File: config.mk
export PLATFORM = sky130hd
export DESIGN_NAME = bullet_obj
export DESIGN_NICKNAME = d
export VERILOG_FILES = /design/src/rtl/bullet_obj.sv
export SDC_FILE = /design/constraint.sdc
export NUM_CORES = 1
export LEC_CHECK = 0
export ABC_AREA = 1
export BUFFER_PORTS_ARGS = -buffer_cell sky130_fd_sc_hd__buf_4
export CELL_PAD_IN_SITES_DETAIL_PLACEMENT = 0
export CELL_PAD_IN_SITES_GLOBAL_PLACEMENT = 1
export CORE_MARGIN = 2
export CORE_UTILIZATION = 39
export DETAILED_ROUTE_END_ITERATION = 12
export MAX_ROUTING_LAYER = met4
export PLACE_DENSITY_LB_ADDON = 0.1
export SYNTH_ARGS = -nofsm -noshare
export SYNTH_HDL_FRONTEND = slang
export SYNTH_SLANG_ARGS = --single-unit
File: constraint.sdc
create_clock -name CLOCK_50 -period 2.2 [get_ports CLOCK_50]
set_input_delay 0.22 -clock CLOCK_50 [delete_from_list [all_inputs] [get_ports CLOCK_50]]
set_output_delay 0.22 -clock CLOCK_50 [all_outputs]
set_load 0.1 [all_outputs]
File: src/rtl/bullet_obj.sv
// bullet_obj: player projectile engine. Spawns a SIZE x SIZE bullet beside
// the shooter on a fire edge, steps it horizontally every STEP_DIV+1 cycles
// and repaints it through a shared VGA port using a request/grant handshake.
// Optional macro BULLET_HIT_COUNT_EN adds a saturating hit counter output.
// Ports:
//   CLOCK_50, rst (async, active-high)
//   fire, shooter_X, shooter_Y, hit       - game inputs
//   plot_grant / plot_req                 - VGA port arbitration
//   bullet_X, bullet_Y, bullet_active     - bullet position for collision
//   VGA_X_Pos, VGA_Y_Pos, VGA_Color, VGA_Plot_EN - pixel write port
//   hit_count (BULLET_HIT_COUNT_EN only)  - accepted hits, saturating
module bullet_obj #(
    parameter int         SIZE      = 4,
    parameter int         STEP_DIV  = 255,
    parameter int         DIRECTION = 1,
    parameter int         LAUNCH_DX = 32,
    parameter int         LAUNCH_DY = 14,
    parameter int         X_MIN     = 0,
    parameter int         X_MAX     = 319,
    parameter logic [2:0] COLOR     = 3'b100
) (
    input  logic       CLOCK_50,
    input  logic       rst,
    input  logic       fire,
    input  logic [8:0] shooter_X,
    input  logic [7:0] shooter_Y,
    input  logic       hit,
    input  logic       plot_grant,
    output logic       plot_req,
    output logic [8:0] bullet_X,
    output logic [7:0] bullet_Y,
    output logic       bullet_active,
    output logic [8:0] VGA_X_Pos,
    output logic [7:0] VGA_Y_Pos,
    output logic [2:0] VGA_Color,
    output logic       VGA_Plot_EN
`ifdef BULLET_HIT_COUNT_EN
    ,
    output logic [7:0] hit_count
`endif
);

    localparam int CW = (SIZE > 1) ? $clog2(SIZE) : 1;
    localparam int SW = (STEP_DIV > 0) ? $clog2(STEP_DIV + 1) : 1;
    localparam logic [CW-1:0] CMAX  = CW'(SIZE - 1);
    localparam logic [SW-1:0] SLOAD = SW'(STEP_DIV);

    typedef enum logic [2:0] {
        IDLE,
        LAUNCH,
        DRAW,
        WAIT,
        ERASE,
        MOVE
    } state_t;

    state_t state, state_n;

    logic [8:0]    x_q;
    logic [7:0]    y_q;
    logic [CW-1:0] xc, yc;
    logic [SW-1:0] step_cnt;
    logic          fire_d;
    logic          retire;
    logic          hit_pend;

    logic          fire_edge;
    logic          sweeping;
    logic          last_px;
    logic          tick;
    logic          hit_now;
    logic [8:0]    launch_x;
    logic [7:0]    launch_y;
    logic [8:0]    next_x;

    // Top-left x must keep the whole bullet inside X_MIN..X_MAX.
    function automatic logic legal(input logic [8:0] v);
        return (int'(v) >= X_MIN) && (int'(v) <= X_MAX - SIZE + 1);
    endfunction

    always_comb begin
        fire_edge = fire & ~fire_d;
        if (DIRECTION != 0) begin
            launch_x = shooter_X + 9'(LAUNCH_DX);
            next_x   = x_q + 9'd1;
        end else begin
            launch_x = shooter_X - 9'(SIZE);
            next_x   = x_q - 9'd1;
        end
        launch_y = shooter_Y + 8'(LAUNCH_DY);
        sweeping = (state == DRAW) || (state == ERASE);
        last_px  = sweeping && plot_grant && (xc == CMAX) && (yc == CMAX);
        hit_now  = (state == WAIT) && (hit || hit_pend);
        tick     = (state == WAIT) && (step_cnt == '0);

        state_n = state;
        unique case (state)
            IDLE:   if (fire_edge) state_n = LAUNCH;
            LAUNCH: state_n = legal(launch_x) ? DRAW : IDLE;
            DRAW:   if (last_px) state_n = WAIT;
            // A pending or live hit skips the remaining step delay.
            WAIT:   if (hit_now || tick) state_n = ERASE;
            ERASE:  if (last_px) state_n = retire ? IDLE : MOVE;
            MOVE:   state_n = DRAW;
            default: state_n = IDLE;
        endcase
    end

    always_comb begin
        plot_req    = sweeping;
        VGA_Plot_EN = sweeping & plot_grant;
        VGA_X_Pos   = '0;
        VGA_Y_Pos   = '0;
        VGA_Color   = '0;
        if (sweeping) begin
            VGA_X_Pos = x_q + 9'(xc);
            VGA_Y_Pos = y_q + 8'(yc);
            VGA_Color = (state == DRAW) ? COLOR : 3'b111;
        end
        bullet_X = x_q;
        bullet_Y = y_q;
    end

    always_ff @(posedge CLOCK_50 or posedge rst) begin
        if (rst) state <= IDLE;
        else     state <= state_n;
    end

    always_ff @(posedge CLOCK_50 or posedge rst) begin
        if (rst) begin
            x_q           <= '1;
            y_q           <= '1;
            xc            <= '0;
            yc            <= '0;
            step_cnt      <= '0;
            fire_d        <= 1'b0;
            retire        <= 1'b0;
            hit_pend      <= 1'b0;
            bullet_active <= 1'b0;
        end else begin
            fire_d <= fire;

            if (state == LAUNCH && state_n == DRAW) begin
                x_q           <= launch_x;
                y_q           <= launch_y;
                bullet_active <= 1'b1;
            end

            if (state == MOVE) x_q <= next_x;

            if (state == DRAW && hit) hit_pend <= 1'b1;

            if (state == WAIT && state_n == ERASE) begin
                hit_pend <= 1'b0;
                if (hit_now || !legal(next_x)) retire <= 1'b1;
            end

            if (state == DRAW && last_px) begin
                step_cnt <= SLOAD;
            end else if (state == WAIT && step_cnt != '0) begin
                step_cnt <= step_cnt - SW'(1);
            end

            // Raster sweep: x inner, y outer; advances only when granted.
            if (sweeping && plot_grant) begin
                if (xc == CMAX) begin
                    xc <= '0;
                    yc <= (yc == CMAX) ? '0 : yc + CW'(1);
                end else begin
                    xc <= xc + CW'(1);
                end
            end

            if (state == ERASE && last_px && retire) begin
                x_q           <= '1;
                y_q           <= '1;
                bullet_active <= 1'b0;
                retire        <= 1'b0;
            end
        end
    end

`ifdef BULLET_HIT_COUNT_EN
    always_ff @(posedge CLOCK_50 or posedge rst) begin
        if (rst) begin
            hit_count <= '0;
        end else if (hit && (state == DRAW || state == WAIT)
                     && hit_count != 8'hFF) begin
            hit_count <= hit_count + 8'd1;
        end
    end
`endif

endmodule

==> flow_metrics.py, run 1 <==
metrics = {
    "grt": {
        "grt_pass1_wl_mm": 11.31,
        "antenna_found_initial": 0,
        "grt_max_degree": 37,
        "track_usage": 0.1948,
        "grt_pass1_vias": 2415,
        "grt_remaining_overflow": 0,
    },
    "critical_path": {
        "crit_fanout": 2,
        "cp_common_cell": "inv_2",
        "reg2reg_slack_ns": 0.28,
        "max_stage_delay_ns": 0.63,
        "critPathSlowestCell": "dfstp_4",
        "critPathTopFamily": "flip-flops",
        "cp.arrival_ns": 2.08,
        "r2r-end": "retire",
        "critPathKind": "reg2out",
        "cp.required_ns": 1.98,
        "crit_buf_inv": 4,
        "crit_chain": "ha_4 -> nand2_2 -> inv_2 -> o21ai_4 -> nor2_4 -> nand3_2 -> inv_2 -> buf_4 -> nor3_4 -> buf_12",
        "reg2regPathDepth": 9,
        "endpoint_kind": "primary output",
        "crit_path_start_kind": "flop",
        "r2r-start": "bullet_X[0]",
    },
    "clocking": {
        "cts-root-buf": "clkbuf_8",
        "numCtsBuffers": 5,
        "clkSinkCount": 36,
        "cts_tree": "done",
        "htreeDepth": 2,
        "clk_pin_slew_worst_paths_ns": 0.07,
        "ctsHoldBuffers": 0,
        "worstSkewPairLatency_ns": 0.28,
        "cts.path.max_buffers": 2,
    },
    "routing": {
        "post-route-drc-count": 0,
        "initialDrtViolationCount": 181,
        "wirelength_mm": 6.723,
        "viasPerCell": 4.963,
        "detail-route-antenna-nets": 0,
        "wl_per_cell_um": 13.08,
        "first_pass_iters": 4,
        "vias": 2551,
    },
    "placed_design": {
        "place.gp.congestion": 0.8304,
        "place_ws_ns": 0.08246,
        "port_buffers": 61,
        "hpwl_mm": 5.091,
    },
    "final_layout": {
        "layout-drive-gt1-share": 0.3867,
        "final_common_cell": "nand2_1",
        "nFillCells": 600,
        "multi_input_area_mm2": 0.001783,
        "final_nets": 473,
        "final_cell_mix": "nand2_1, buf_4, inv_1",
        "area.growth.synth_to_final_pct": 46.15,
        "n_antenna_cell": 0,
        "regArea_um2": 948.4,
    },
    "floorplanning": {
        "die_h_um": 86.20,
        "num_rows": 29,
        "die_w_um": 86.20,
        "fp.coreArea_mm2": 0.006459,
        "initial_core_util": 0.4080,
        "ioPinCount": 62,
        "die_area_mm2": 0.007430,
    },
    "synthesis": {
        "synthCells": 360,
        "synth_fp_nets": 397,
        "yosys_warnings": 0,
        "synth_top_cell_area_share": 0.1804,
        "yosysUniqueCellTypes": 39,
        "synth_seq_area_share": 0.3500,
        "yosys.area.top_type": "dfrtp_1",
        "async_flop_share": 1.000,
        "synthTopCellsByArea": "dfrtp_1, dfstp_2, nand2_1",
        "synth_flop_cell": "dfrtp_1",
        "synth_edf_count": 0,
        "syn_area_per_cell_um2": 7.320,
        "syn_area_mm2": 0.002635,
        "synth_seq_cells": 36,
    },
    "sta": {
        "setup_ws_ns": -0.09546,
        "min_period_ns": 2.295,
        "rsz0062_at_grt": "true",
        "slew_viol_final": 0,
        "max_slew_margin": 0.6928,
        "finalSetupViolations": 6,
        "tightest_slew_ns": 0.4609,
        "fin_hold_ws_ns": 0.04282,
        "final.setup_skew_ns": 0.005660,
        "min_period_over_period": 1.043,
        "fmax_mhz": 435.6,
        "hold_viol_final": 0,
    },
    "run": {
        "max_cap_viol_count": 0,
    },
    "hold_path": {
        "hp-class": "in2async",
    },
    "outcome": {
        "status": "complete, but fails checks",
        "violations": "setup timing",
    },
}
metal layers:
layer  GRT usage  share of wire
met1      0.2498           0.45
met2      0.3284           0.50
met3     0.03238          0.034
met4     0.03835          0.011
met5           -              0
logic make-up (layout without fill, tap and decap cells):
group                    count (synthesis)  count (layout)  synth area share
flip-flops                              36              36            0.3500
AO/OA/AOI/OAI                           69              69            0.1429
buffers and inverters                   68             145            0.1106
multiplexers                             1               1          0.004273
adder cells (fa/ha/maj)                 15              15           0.07693
XOR/XNOR                                 9               9           0.02991
AND/OR/NAND/NOR                        162             162            0.2854
worst min-delay path, delay by kind of cell:
kind | cells | cell delay, ns
buffers and inverters | 3 | 0.54
synth_stat cells, drive strengths merged, types with 3 or more instances:
cell,instances
nand2,84
xnor2,4
o21ai,39
dfrtp,19
inv,59
ha,13
nor3,11
nor2,39
buf,8
o211ai,4
nand3,20
o21a,3
dfstp,17
xor2,5
nand4,4
a21oi,19
final cells by class:
class,instances,area share
clock buffer,8,0.02079
inverter,60,0.06108
multi-input combinational,256,0.4630
sequential,36,0.2463
tap,77,0.02502
timing repair buffer,77,0.1839
through the flow:
step,util,setup TNS [ns],area (µm²),cells
floorplan,-,-2.770,2923,360
global placement,0.5353,0,3457,497
detailed placement,0.5353,0,3457,497
CTS,0.5715,-0.3536,3691,508
global route,0.5963,-0.9386,3851,514
finish,0.5963,-0.2648,3851,514
worst max path at each step:
stage	end	cells after the start	startpoint
2_1_floorplan	VGA_Y_Pos[7]	9	bullet_Y[0]
6_report	VGA_Y_Pos[5]	10	bullet_Y[1]
5_1_grt	VGA_Y_Pos[5]	10	bullet_Y[1]
4_1_cts	VGA_X_Pos[6]	9	bullet_X[0]
3_5_place_dp	VGA_X_Pos[6]	9	bullet_X[0]
3_3_place_gp	VGA_X_Pos[6]	9	bullet_X[0]
what timing repair did:
action	CTS	global route
pin swaps	9	9
setup buffers	4	6
gates resized for setup	29	32
endpoints found under the setup margin	11	16
state kept, by name (all words and copies together) (netlist names):
signal         cells
bullet_X           9
bullet_Y           8
step_cnt           8
state              3
xc                 2
yc                 2
bullet_active      1
fire_d             1
hit_pend           1
retire             1
Power of run 1 is not shown: default switching activity piles up to over one toggle a cycle in this logic, so the estimate is an artifact.
==> run 2, diff against run 1 <==
==> constraint.sdc (replaced) <==
create_clock -name CLOCK_50 -period 2.2 [get_ports CLOCK_50]
set_input_delay 0.11 -clock CLOCK_50 [delete_from_list [all_inputs] [get_ports CLOCK_50]]
set_output_delay 0.11 -clock CLOCK_50 [all_outputs]
set_load 0.1 [all_outputs]
==> flow_metrics.py, run 2 (synthesis gave the netlist of run 1 again) <==
metrics = {
    "clocking": {
        "numCtsBuffers": 5,
        "cts.path.max_buffers": 2,
        "htreeDepth": 2,
        "cts_tree": "done",
        "worstSkewPairLatency_ns": 0.29,
        "clk_pin_slew_worst_paths_ns": 0.07,
        "cts-root-buf": "clkbuf_8",
        "clkSinkCount": 36,
    },
    "critical_path": {
        "cp.arrival_ns": 2.06,
        "max_stage_delay_ns": 0.63,
        "critPathSlowestCell": "dfstp_4",
        "crit_buf_inv": 2,
        "cp.required_ns": 2.09,
        "critPathKind": "reg2out",
        "cp_common_cell": "nor2_4",
        "crit_chain": "ha_4 -> fa_2 -> nand2_2 -> nor2_4 -> inv_4 -> nor2_4 -> o21ai_2 -> a21oi_4 -> buf_12",
        "critPathTopFamily": "flip-flops",
        "crit_fanout": 4,
        "crit_path_start_kind": "flop",
        "endpoint_kind": "primary output",
    },
    "floorplanning": {
        "initial_core_util": 0.4080,
        "ioPinCount": 62,
        "die_w_um": 86.20,
        "num_rows": 29,
        "die_h_um": 86.20,
        "die_area_mm2": 0.007430,
        "fp.coreArea_mm2": 0.006459,
    },
    "grt": {
        "track_usage": 0.1993,
        "grt_pass1_wl_mm": 11.43,
        "grt_remaining_overflow": 0,
        "grt_pass1_vias": 2434,
        "antenna_found_initial": 0,
        "grt_max_degree": 37,
    },
    "placed_design": {
        "dpl_cell_area_mm2": 0.003431,
        "port_buffers": 61,
        "place.gp.congestion": 0.8248,
        "hpwl_mm": 5.154,
        "place_ws_ns": 0.1231,
    },
    "final_layout": {
        "area.growth.synth_to_final_pct": 42.45,
        "final_nets": 470,
        "fin_util": 0.5812,
        "n_antenna_cell": 0,
        "largest_register_ffs": 9,
        "final_cell_mix": "nand2_1, buf_4, inv_1",
        "final_area_mm2": 0.003754,
        "final_common_cell": "nand2_1",
        "layout-drive-gt1-share": 0.3687,
    },
    "sta": {
        "tightest_slew_ns": 0.4855,
        "slew_viol_final": 0,
        "final.setup_skew_ns": 0.005771,
        "rsz0062_at_grt": "true",
        "min_period_ns": 2.171,
        "max_slew_margin": 0.6763,
        "hold_viol_final": 0,
        "setup_ws_ns": 0.02926,
        "min_period_over_period": 0.9867,
        "finalSetupViolations": 0,
        "fmax_mhz": 460.7,
    },
    "hold_path": {
        "hp-class": "in2reg",
    },
    "routing": {
        "detail-route-antenna-nets": 0,
        "first_pass_iters": 5,
        "viasPerCell": 4.890,
        "wl_per_cell_um": 12.99,
        "vias": 2499,
        "post-route-drc-count": 0,
        "initialDrtViolationCount": 100,
        "wirelength_mm": 6.636,
    },
    "run": {
        "max_cap_viol_count": 0,
    },
    "outcome": {
        "status": "completed",
    },
}
run 2: cell count changes in the layout (fill, tap and decap cells not counted), sizes merged:
cell,previous run,this run
clkinv,1,0
inv,59,60
buf,77,72
dlygate4sd3,0,2
run 2: what timing repair did:
action,CTS,global route
endpoints found under the setup margin,7,15
endpoints found under the hold margin,20,0
resized for setup,15,23
pin swaps,3,9
hold buffers,2,0
buffers inserted,4,2
run 2: through the flow:
step | TNS, ns | hold slack (ns) | instances
after CTS | -0.01007 | 0.05131 | 509
after global placement | 0 | 0.2379 | 495
after floorplan | -1.684 | 0.1414 | 360
final | 0 | 0.06054 | 511
after detailed placement | 0 | 0.2382 | 495
after global routing | -0.1290 | 0.08988 | 511
run 2: tightest hold or removal path, stage by stage:
cell and delay [ns]:
buf_4 0.07, nor2_1 0.03, nor2_1 0.09
run 2: cell type report:
class                   instances  area, µm²
fillers                       636       2705
multi-input cells             256       1713
flip-flops and latches         36      949.7
repair buffers                 74      656.9
inverters                      60      237.7
clock buffers                   8      100.1
well taps                      77      96.34
run 2: path summary, 6_finish.rpt:
check / startpoint / end / slack [ns] / cells past startpoint
setup / recovery: bullet_X[0] / VGA_X_Pos[6] / 0.03 / 9
hold / removal: shooter_Y[0] / bullet_Y[0] / 0.06 / 3
setup reg to reg: bullet_X[0] / bullet_X[8] / 0.23 / 10
hold reg to reg: step_cnt[7] / step_cnt[7] / 0.50 / 2
max in group asynchronous: rst / bullet_Y[4] / 1.34 / 4
min in group asynchronous: rst / xc[0] / 0.49 / 4
run 2: metal layers:
metal	GRT usage	vias to the layer above	wire, µm
li1	-	1306	-
met1	0.2562	1140	3119
met2	0.3362	49	3271
met3	0.03238	4	219
met4	0.03835	0	27
met5	-	-	0
Power of run 2 is left out for the same reason.
==> run 3, diff against run 2 <==
--- a/config.mk
+++ b/config.mk
@@ -7,10 +7,11 @@
 export LEC_CHECK = 0
 export ABC_AREA = 1
 export BUFFER_PORTS_ARGS = -buffer_cell sky130_fd_sc_hd__buf_4
-export CELL_PAD_IN_SITES_DETAIL_PLACEMENT = 0
-export CELL_PAD_IN_SITES_GLOBAL_PLACEMENT = 1
+export CELL_PAD_IN_SITES_DETAIL_PLACEMENT = 2
+export CELL_PAD_IN_SITES_GLOBAL_PLACEMENT = 2
 export CORE_MARGIN = 2
-export CORE_UTILIZATION = 39
+export CORE_UTILIZATION = 30
+export CTS_CLUSTER_SIZE = 24
 export DETAILED_ROUTE_END_ITERATION = 12
 export MAX_ROUTING_LAYER = met4
 export PLACE_DENSITY_LB_ADDON = 0.1
==> flow_metrics.py, run 3 (synthesis gave the netlist of run 1 again) <==
metrics = {
    "final_layout": {
        "regArea_um2": 950.9,
        "multi_input_area_mm2": 0.001743,
        "final_nets": 478,
        "area.growth.synth_to_final_pct": 49.43,
        "n_antenna_cell": 0,
        "layout-drive-gt1-share": 0.3937,
        "final_common_cell": "nand2_1",
        "final_cell_mix": "nand2_1, buf_4, inv_1",
        "nFillCells": 988,
        "largest_register_ffs": 9,
        "final_area_mm2": 0.003938,
    },
    "clocking": {
        "clk_pin_slew_worst_paths_ns": 0.08,
        "worstSkewPairLatency_ns": 0.30,
        "numCtsBuffers": 5,
        "cts_tree": "done",
        "cts-root-buf": "clkbuf_8",
        "htreeDepth": 2,
        "cts.path.max_buffers": 2,
        "clkSinkCount": 36,
    },
    "floorplanning": {
        "fp.coreArea_mm2": 0.008636,
        "ioPinCount": 62,
        "die_area_mm2": 0.009549,
        "die_h_um": 97.72,
        "die_w_um": 97.72,
        "initial_core_util": 0.3051,
        "num_rows": 34,
    },
    "grt": {
        "grt_pass1_vias": 3094,
        "track_usage": 0.2058,
        "grt_remaining_overflow": 0,
        "use_met3": 0.02590,
        "grt_max_degree": 37,
        "grt_pass1_wl_mm": 15.59,
        "antenna_found_initial": 0,
        "use_met1": 0.2370,
        "grt-busiest-layer": "met2",
        "gr-usage-met2": 0.3878,
    },
    "placed_design": {
        "port_buffers": 61,
        "place.gp.congestion": 0.7601,
        "dpl_cell_area_mm2": 0.003477,
        "hpwl_mm": 6.753,
        "place_ws_ns": 0.1366,
    },
    "run": {
        "max_cap_viol_count": 0,
    },
    "hold_path": {
        "whs_path_depth": 3,
        "hp-class": "in2reg",
        "hp-start": "shooter_Y[0]",
        "min_to": "bullet_Y[0]",
    },
    "routing": {
        "wirelength_mm": 9.304,
        "first_pass_iters": 4,
        "detail-route-antenna-nets": 0,
        "viasPerCell": 4.973,
        "post-route-drc-count": 0,
        "wl_per_cell_um": 16.92,
        "initialDrtViolationCount": 32,
        "vias": 2735,
    },
    "critical_path": {
        "reg2regPathDepth": 9,
        "crit_fanout": 4,
        "r2r-end": "retire",
        "critPathKind": "reg2out",
        "cp.required_ns": 2.09,
        "reg2reg_slack_ns": 0.19,
        "cp.arrival_ns": 2.18,
        "r2r-start": "bullet_X[0]",
        "endpoint_kind": "primary output",
        "crit_path_start_kind": "flop",
    },
    "sta": {
        "slew_viol_final": 0,
        "final.setup_skew_ns": 0.006883,
        "tightest_slew_ns": 0.5176,
        "setup_ws_ns": -0.08699,
        "min_period_over_period": 1.040,
        "max_slew_margin": 0.6549,
        "finalSetupViolations": 5,
        "hold_viol_final": 0,
        "min_period_ns": 2.287,
        "fmax_mhz": 437.3,
        "rsz0062_at_grt": "true",
    },
    "outcome": {
        "violations": "setup timing",
        "status": "complete, but fails checks",
    },
}
run 3: changes by cell type in the layout (fill, tap and decap cells not counted), moves of 2 or more:
cell	before	now
buf_8	3	1
buf_12	5	9
inv_1	53	51
buf_4	61	67
nand2_2	7	5
clkbuf_8	7	5
nand2_4	2	4
o21ai_1	11	13
o21ai_0	25	22
run 3: worst max-delay path, cell delays in order (launching register included):
cell and delay, ns:
dfstp_4 0.66, ha_4 0.14, nand2_4 0.04, inv_2 0.05
o21ai_2 0.06, nor2_2 0.17, nand3_2 0.13, inv_4 0.11
a21oi_4 0.07, nor3_4 0.24, buf_12 0.21
run 3: final cells by class:
type,count,area share
Clock inverter,3,0.01080
Timing Repair Buffer,82,0.1910
Tap cell,108,0.03432
Sequential cell,36,0.2415
Inverter,60,0.06228
Multi-Input combinational cell,256,0.4426
Clock buffer,5,0.01748
run 3: what timing repair did:
action | in CTS | in global routing
endpoints found under the setup margin | 11 | 21
resized for setup | 34 | 28
hold buffers | 2 | 0
pin swaps | 8 | 13
buffers inserted | 5 | 9
endpoints found under the hold margin | 20 | 0
run 3: stage by stage:
step	hold WS, ns	setup TNS (ns)	utilization	cells
global placement	0.2395	0	0.4026	527
floorplan	0.1414	-1.684	-	360
CTS	0.04846	-0.06384	0.4376	541
detailed placement	0.2434	0	0.4026	527
finish	0.06314	-0.1570	0.4560	550
global route	0.06152	-0.5919	0.4560	550
run 3: worst max path at each step:
stage	slack, ns	start	endpoint	cells past startpoint
floorplan	-0.30	bullet_Y[0]	VGA_Y_Pos[7]	9
global placement	0.20	bullet_X[0]	VGA_X_Pos[6]	9
detailed placement	0.14	bullet_X[0]	VGA_X_Pos[8]	9
CTS	-0.04	bullet_Y[0]	VGA_Y_Pos[6]	9
global route	-0.15	bullet_Y[1]	VGA_Y_Pos[7]	10
finish	-0.09	bullet_Y[1]	VGA_Y_Pos[7]	10
run 3: metal layers:
layer	vias to the layer above	wire, µm
met4	0	82
met5	-	0
li1	1321	-
met2	43	5263
met1	1363	3761
met3	8	197
Power of run 3 is left out for the same reason.
